### src/rtl/div_ctrl.sv
// div_ctrl: multi-cycle restoring divider with a pipeline stall/ready handshake.
// Define DIV_SIGNED_EN to honour signed_div (DIV). Otherwise every divide is unsigned (DIVU).
module div_ctrl #(
    parameter int WIDTH = 32
) (
    input  logic               clk,
    input  logic               reset_n,
    input  logic               start,
    input  logic               annul,
    input  logic               signed_div,
    input  logic [WIDTH-1:0]   dividend,
    input  logic [WIDTH-1:0]   divisor,
    output logic [2*WIDTH-1:0] result,
    output logic               ready,
    output logic               div_stall
);
    localparam int CNT_W = (WIDTH > 1) ? $clog2(WIDTH) : 1;
    localparam logic [CNT_W-1:0] CNT_LAST = CNT_W'(WIDTH - 1);

    typedef enum logic [1:0] {IDLE, BYZERO, ON, END} state_t;

    state_t           state;
    logic [CNT_W-1:0] cnt;
    logic [WIDTH-1:0] rem_q, quo_q, dvs_q;
    logic [WIDTH-1:0] dvd_mag, dvs_mag;
    logic [WIDTH-1:0] rem_nx, quo_nx, rem_fix, quo_fix;
    logic [WIDTH:0]   shifted, diff;

    wire accept = (state == IDLE) && start && !annul;

`ifdef DIV_SIGNED_EN
    logic dvd_neg, dvs_neg, neg_quo, neg_rem;

    always_comb begin
        dvd_neg = signed_div & dividend[WIDTH-1];
        dvs_neg = signed_div & divisor[WIDTH-1];
        dvd_mag = dvd_neg ? -dividend : dividend;
        dvs_mag = dvs_neg ? -divisor : divisor;
        quo_fix = neg_quo ? -quo_nx : quo_nx;
        rem_fix = neg_rem ? -rem_nx : rem_nx;
    end

    // Remainder follows the dividend sign; quotient is negated when the signs differ.
    always_ff @(posedge clk or negedge reset_n) begin
        if (!reset_n) begin
            neg_quo <= 1'b0;
            neg_rem <= 1'b0;
        end else if (accept) begin
            neg_quo <= dvd_neg ^ dvs_neg;
            neg_rem <= dvd_neg;
        end
    end
`else
    logic unused_signed_div;
    assign unused_signed_div = signed_div;

    always_comb begin
        dvd_mag = dividend;
        dvs_mag = divisor;
        quo_fix = quo_nx;
        rem_fix = rem_nx;
    end
`endif

    // One restoring step: the quotient register doubles as the dividend shift register.
    always_comb begin
        shifted = {rem_q, quo_q[WIDTH-1]};
        diff    = shifted - {1'b0, dvs_q};
        if (diff[WIDTH]) begin
            rem_nx = shifted[WIDTH-1:0];
            quo_nx = {quo_q[WIDTH-2:0], 1'b0};
        end else begin
            rem_nx = diff[WIDTH-1:0];
            quo_nx = {quo_q[WIDTH-2:0], 1'b1};
        end
    end

    always_ff @(posedge clk or negedge reset_n) begin
        if (!reset_n) begin
            state  <= IDLE;
            cnt    <= '0;
            rem_q  <= '0;
            quo_q  <= '0;
            dvs_q  <= '0;
            result <= '0;
            ready  <= 1'b0;
        end else begin
            case (state)
                IDLE: begin
                    if (accept) begin
                        rem_q <= '0;
                        quo_q <= dvd_mag;
                        dvs_q <= dvs_mag;
                        cnt   <= '0;
                        state <= (divisor == '0) ? BYZERO : ON;
                    end
                end
                ON: begin
                    if (annul) begin
                        state <= IDLE;
                    end else begin
                        rem_q <= rem_nx;
                        quo_q <= quo_nx;
                        cnt   <= cnt + 1'b1;
                        if (cnt == CNT_LAST) begin
                            result <= {rem_fix, quo_fix};
                            ready  <= 1'b1;
                            state  <= END;
                        end
                    end
                end
                BYZERO: begin
                    if (annul) begin
                        state <= IDLE;
                    end else begin
                        result <= '0;
                        ready  <= 1'b1;
                        state  <= END;
                    end
                end
                END: begin
                    if (!start) begin
                        result <= '0;
                        ready  <= 1'b0;
                        state  <= IDLE;
                    end
                end
                default: state <= IDLE;
            endcase
        end
    end

    always_comb begin
        div_stall = 1'b0;
        case (state)
            IDLE:       div_stall = start & ~annul;
            ON, BYZERO: div_stall = 1'b1;
            default:    div_stall = 1'b0;
        endcase
    end

endmodule

### config.mk
export PLATFORM = sky130hd
export DESIGN_NAME = div_ctrl
export DESIGN_NICKNAME = d
export VERILOG_FILES = /design/src/rtl/div_ctrl.sv
export SDC_FILE = /design/constraint.sdc
export NUM_CORES = 1
export LEC_CHECK = 0
export ABC_AREA = 1
export CAP_MARGIN = 20
export CORE_MARGIN = 5
export CORE_UTILIZATION = 35
export DETAILED_ROUTE_END_ITERATION = 6
export GPL_ROUTABILITY_DRIVEN = 0
export PLACE_DENSITY = 0.55
export RECOVER_POWER = 50
export SLEW_MARGIN = 15
export SYNTH_ARGS = -nofsm -noshare
export SYNTH_HDL_FRONTEND = slang
export SYNTH_SLANG_ARGS = --single-unit
### constraint.sdc
create_clock -name clk -period 2.5 [get_ports clk]
set_input_delay 0.5 -clock clk [delete_from_list [all_inputs] [get_ports clk]]
set_output_delay 0.5 -clock clk [all_outputs]
set_load 0.02 [all_outputs]
==> results_dict.tcl, run 1 <==
set metrics [dict create \
    status "completed" \
    grt_max_degree 68 \
    detail-route-antenna-nets 0 \
    syn-num-nets 1500 \
    vias 9058 \
    multi_input_area_sq_um 4840 \
    synth.avg_cell_area_sq_um 7.201 \
    ys_top_cells_by_count "530 x nand2_1, 210 x inv_1, 168 x dfrtp_1" \
    synth_ff_type "dfrtp_1" \
    dr.pass1.iters 5 \
    seq_area_sq_um 4204 \
    finalPower_mw 12.21 \
    power_density_nw_per_um2 966.2 \
    antenna_cells 0 \
    drive_gt1_share_pct 7.171 \
    critPathLaunchType "flip-flop" \
    synth.distinct_cells 42 \
    cp.arrival_ns 1.86 \
    route.met2.wl_mm 12.97 \
    slew_headroom_pct 22.02 \
    crit_required_ns 2.00 \
    syn_area_sq_um 10020 \
    synth_area_leaders "dfrtp_1 42%, nand2_1 20%, inv_1 7.9%" \
    dr.max_layer_used "met5" \
    max_freq_ghz 0.4232 \
    root_buffer "clkbuf_16" \
    synth.top_cell.area_share_pct 41.97 \
    wl_per_cell_um 14.63 \
    wl_mm 28.27 \
    design_area_sq_um 12640 \
    grt-ovfl-total 0 \
    clk_latency_ns 0.44 \
    met3_length_mm 1.986 \
    grt_pass1_vias 9290 \
    rows 62 \
    yosysTopAreaCell "dfrtp_1" \
    cp-end-kind "primary output" \
    vias_per_cell 4.688 \
    period_needed_ns 2.363 \
    dpl_cell_area_sq_um 11940 \
    synth-async-reset-ratio_pct 100.0 \
    fin_util_pct 44.38 \
    ios 135 \
    core-area_sq_um 28470 \
    finClkSkew_ns 0.01558 \
    drt-met1-wl_mm 12.85 \
    cts_buffers 17 \
    total_leakage_power_nw 6.646 \
    slew_viol_final 0 \
    clock_path_buffers 2 \
    grt_pass1_wl_mm 46.57 \
    cp_max_fo 4 \
    hold_viol 0 \
    yosysMostFrequentCell "nand2_1" \
    yosys_warnings 0 \
    drc 0 \
    finalWorstSetupSlack_ns 0.1370 \
    grtUsageTotal_pct 18.00 \
    hp-class "reg -> reg" \
    die_width_um 179.2 \
    dieArea_sq_um 32100 \
    die_y_um 179.2 \
    syn_to_final_growth_pct 26.14 \
    path_clk_slew_ns 0.07 \
    fin_crit_sh_pct 94.52 \
    dp_slack_ns 0.07892 \
    portBuffers 133 \
    start_util_pct 35.19 \
    htree_levels 4 \
    vdd_ir_drop_max_v 0.0004345 \
    syn_inst 1391 \
    yosysSeqAreaShare_pct 41.97 \
    synth_seq_cells 168 \
    fill_cells 2964 \
    path_class "reg -> out" \
    drv_cap 0 \
    cts_tree "built" \
    drtIter0Drc 470 \
    hpwl_mm 20.84 \
    antenna_found_initial 1 \
    synth_edf_count 0 \
    setup_viol 0 \
    tightest_slew_ns 1.170 \
    nNetsFinal 1645 \
    cts_sinks 168 \
]
-- power by group --
| group | total (mW) | internal, mW | switching (mW) |
|---|---|---|---|
| clock | 2.66 | 1.33 | 1.33 |
| sequential | 3.85 | 3.53 | 0.317 |
| combinational | 5.70 | 2.01 | 3.68 |
| total | 12.2 | 6.88 | 5.33 |
-- layout make-up --
class | count | share of cell area (%)
Clock inverter | 14 | 1.198
Sequential cell | 168 | 33.27
Timing Repair Buffer | 174 | 13.65
Inverter | 215 | 6.407
Multi-Input combinational cell | 960 | 38.30
Tap cell | 384 | 3.802
Clock buffer | 17 | 3.367
-- routing by layer --
metal | GRT usage, % | vias up
met5 | 0 | -
met4 | 5.109 | 2
met3 | 5.293 | 27
met2 | 29.56 | 195
met1 | 23.14 | 4180
li1 | - | 4654
-- what timing repair did --
action,CTS,global route
buffers inserted,0,1
hold buffers,1,0
gates resized for setup,0,15
endpoints found under the setup margin,0,52
endpoints found under the hold margin,12,0
-- cells by family (layout without fill, tap and decap cells) --
| family | Yosys count | in the layout | share of synthesized area, % |
|---|---|---|---|
| DFF | 168 | 168 | 41.97 |
| AOI/OAI and AO/OA | 165 | 165 | 9.493 |
| adders and majority gates | 40 | 40 | 5.071 |
| xor gates and xnor gates | 16 | 16 | 1.399 |
| buffers and inverters | 265 | 420 | 10.60 |
| and+or+nand+nor | 737 | 739 | 31.46 |
-- worst paths after layout --
path | startpoint | endpoint | slack, ns | cells past startpoint
max | state[0]$_DFFE_PN0P_ | div_stall | 0.14 | 7
min | result[45]$_DFFE_PN0P_ | result[45]$_DFFE_PN0P_ | 0.48 | 2
max reg2reg | quo_q[31]$_DFFE_PN0P_ | result[57]$_DFFE_PN0P_ | 0.17 | 18
min reg2reg | result[45]$_DFFE_PN0P_ | result[45]$_DFFE_PN0P_ | 0.48 | 2
max in group asynchronous | reset_n | quo_q[0]$_DFFE_PN0P_ | 0.44 | 3
min in group asynchronous | reset_n | rem_q[5]$_DFFE_PN0P_ | 0.83 | 2
-- state kept, by name (all words and copies together) (netlist names) --
register	count
cnt	5
state	2
result	64
dvs_q	32
quo_q	32
rem_q	32
ready	1
-- critical path: stages, from the launching register on --
cell,delay [ns]
dfrtp_1,0.41
inv_1,0.14
ha_1,0.19
nand3_1,0.14
inv_1,0.18
nor2_1,0.06
nor2_1,0.13
buf_4,0.18
-- stage by stage --
step | setup TNS, ns | hold WS (ns) | instances
finish | 0 | 0.4811 | 1932
global route | -0.003854 | 0.5022 | 1932
CTS | 0 | 0.4848 | 1928
detailed placement | 0 | 0.4600 | 1896
global placement | 0 | 0.4641 | 1896
floorplan | 0 | 0.2044 | 1391
-- cells in the final DEF (no fill, tap or decap), types with 3 or more instances in the layout --
cell	instances
a21oi_1	18
a22o_1	3
and2_1	6
buf_12	6
buf_4	27
clkbuf_16	18
clkbuf_2	5
clkdlybuf4s50_1	131
clkinv_4	4
dfrtp_1	168
ha_1	37
inv_1	210
inv_2	4
inv_8	6
nand2_1	526
nand2_2	12
nand2_8	4
nand3_1	92
nand3b_1	26
nand4_1	11
nor2_1	35
nor2_2	5
nor3_1	6
nor4_1	8
o211ai_1	32
o21ai_0	97
o21ai_1	4
xnor2_1	14
(Power assumes the default switching activity.)
==> inputs of run 2 (changes only) <==
CORE_UTILIZATION = 50   (was 35)
PLACE_DENSITY = 0.74   (was 0.55)
==> results_dict.tcl, run 2 (synthesized netlist as in run 1, its figures left out) <==
set metrics [dict create \
    status "finished with violations" \
    failed_checks "design-rule violations" \
    dr.pass1.iters 7 \
    design_area_sq_um 12450 \
    mostFrequentLayoutCell "nand2_1" \
    final_cell_mix "525 x nand2_1, 208 x inv_1, 168 x dfrtp_1" \
    start_util_pct 51.13 \
    finClkSkew_ns 0.009943 \
    setup_viol 0 \
    top_register "result" \
    postCtsHoldBufs 0 \
    detail-route-antenna-nets 0 \
    syn_to_final_growth_pct 24.32 \
    multi_input_area_sq_um 4835 \
    vdd_ir_drop_max_v 0.0006354 \
    critPathLaunchType "flip-flop" \
    clock_path_buffers 2 \
    portBuffers 133 \
    cts_buffers 17 \
    grt_pass1_vias 9105 \
    hp-class "in -> async" \
    hpwl_mm 19.04 \
    root_buffer "clkbuf_16" \
    vias 9292 \
    total_leakage_power_nw 6.663 \
    rsz0062_at_grt "false" \
    dpl_cell_area_sq_um 11690 \
    ios 135 \
    wl_per_cell_um 14.75 \
    grt_max_degree 66 \
    cts_sinks 168 \
    slew_headroom_pct 9.305 \
    fin_setup_tns_ns 0 \
    cp-end-kind "flip-flop" \
    period_needed_ns 2.376 \
    finalWorstSetupSlack_ns 0.1240 \
    max_freq_ghz 0.4209 \
    power_density_nw_per_um2 963.7 \
    slew_viol_final 0 \
    rows 51 \
    nNetsFinal 1637 \
    dieArea_sq_um 22960 \
    drtIter0Drc 639 \
    core-area_sq_um 19590 \
    vias_per_cell 5.145 \
    die_width_um 151.5 \
    hold_viol 0 \
    crit_family "simple AND/OR/NAND/NOR gates" \
    dp_slack_ns 0.06503 \
    htree_levels 4 \
    cp_max_fo 7 \
    worst-path-buf-inv 3 \
    max_stage_delay_ns 0.37 \
    drive_gt1_share_pct 6.619 \
    wl_mm 26.64 \
    path_clk_slew_ns 0.07 \
    instances_no_fill 1806 \
    fill_cells 1720 \
    path_cells "inv_2 -> ha_1 -> inv_1 -> fa_2 -> nand2_1 -> nand2_2 -> nand3_2 -> nand2_4 -> nand2_2 -> nand2_4 -> nand2_4 -> nand2_4 -> nand2_8 -> clkbuf_16 -> nand3b_1 -> nand3_1 -> nand2_1" \
    die_y_um 151.5 \
    tightest_slew_ns 1.360 \
    cts_tree "built" \
    grt_pass1_wl_mm 43.34 \
    cp.arrival_ns 2.70 \
    antenna_cells 0 \
    largest_reg_flops 64 \
    fin_crit_sh_pct 95.04 \
    clk_latency_ns 0.44 \
    drc 2 \
    path_class "reg -> reg" \
    crit_top_cell "nand2_4" \
    seq_area_sq_um 4204 \
    antenna_found_initial 0 \
    dpl.cell_count 1766 \
    critPathSlowestCell "dfrtp_1" \
    grt-ovfl-total 0 \
    finalPower_mw 12.00 \
    grtUsageTotal_pct 23.44 \
    crit_required_ns 2.82 \
    drv_cap 0 \
]
run 2: cell count changes in the layout (fill, tap and decap cells not counted), moves of 2 or more:
cell,before,now
buf_4,27,18
clkbuf_1,0,3
clkbuf_16,18,21
clkdlybuf4s50_1,131,115
clkinv_8,2,0
dlygate4sd3_1,1,16
inv_1,210,208
inv_2,4,6
inv_8,6,2
nand2_4,2,5
run 2: where the power goes:
group	internal [mW]	switching, mW
registers	3.54	0.334
clock network	1.42	1.16
logic	1.94	3.60
total	6.90	5.10
run 2: final cells by class:
cell class | instances | area share (%)
clock buffers | 21 | 3.617
clock inverters | 11 | 0.9344
inverters | 215 | 6.480
multi-input cells | 960 | 38.82
flip-flops and latches | 168 | 33.76
well taps | 265 | 2.663
repair buffers | 166 | 13.72
run 2: worst paths after layout:
check,start,to,slack (ns),cells after the start
worst max register to register,quo_q[31]$_DFFE_PN0P_,result[36]$_DFFE_PN0P_,0.12,17
max in group asynchronous,reset_n,rem_q[29]$_DFFE_PN0P_,0.71,2
min in group clk,result[49]$_DFFE_PN0P_,result[49]$_DFFE_PN0P_,0.47,2
worst max-delay path,quo_q[31]$_DFFE_PN0P_,result[36]$_DFFE_PN0P_,0.12,17
worst min register to register,result[49]$_DFFE_PN0P_,result[49]$_DFFE_PN0P_,0.47,2
worst min-delay path,reset_n,rem_q[10]$_DFFE_PN0P_,0.36,1
run 2: routing by layer:
metal | track usage [%] | part of all wire (%) | up-vias
met5 | 0 | 0 | -
met4 | 7.682 | 2.1 | 0
met3 | 6.514 | 8.0 | 42
met2 | 39.16 | 47 | 285
met1 | 29.50 | 43 | 4323
li1 | - | - | 4642
run 2: repair_timing:
item / in CTS / in global routing
gates resized for setup: 0 / 19
setup buffers: 0 / 2
endpoints found under the setup margin: 0 / 65
run 2: per-stage QoR:
step / util, % / hold slack [ns]
after floorplan: - / 0.2044
after global placement: 59.66 / 0.4618
after detailed placement: 59.66 / 0.4645
after CTS: 62.55 / 0.02364
after global routing: 63.57 / 0.4651
final: 63.57 / 0.3566
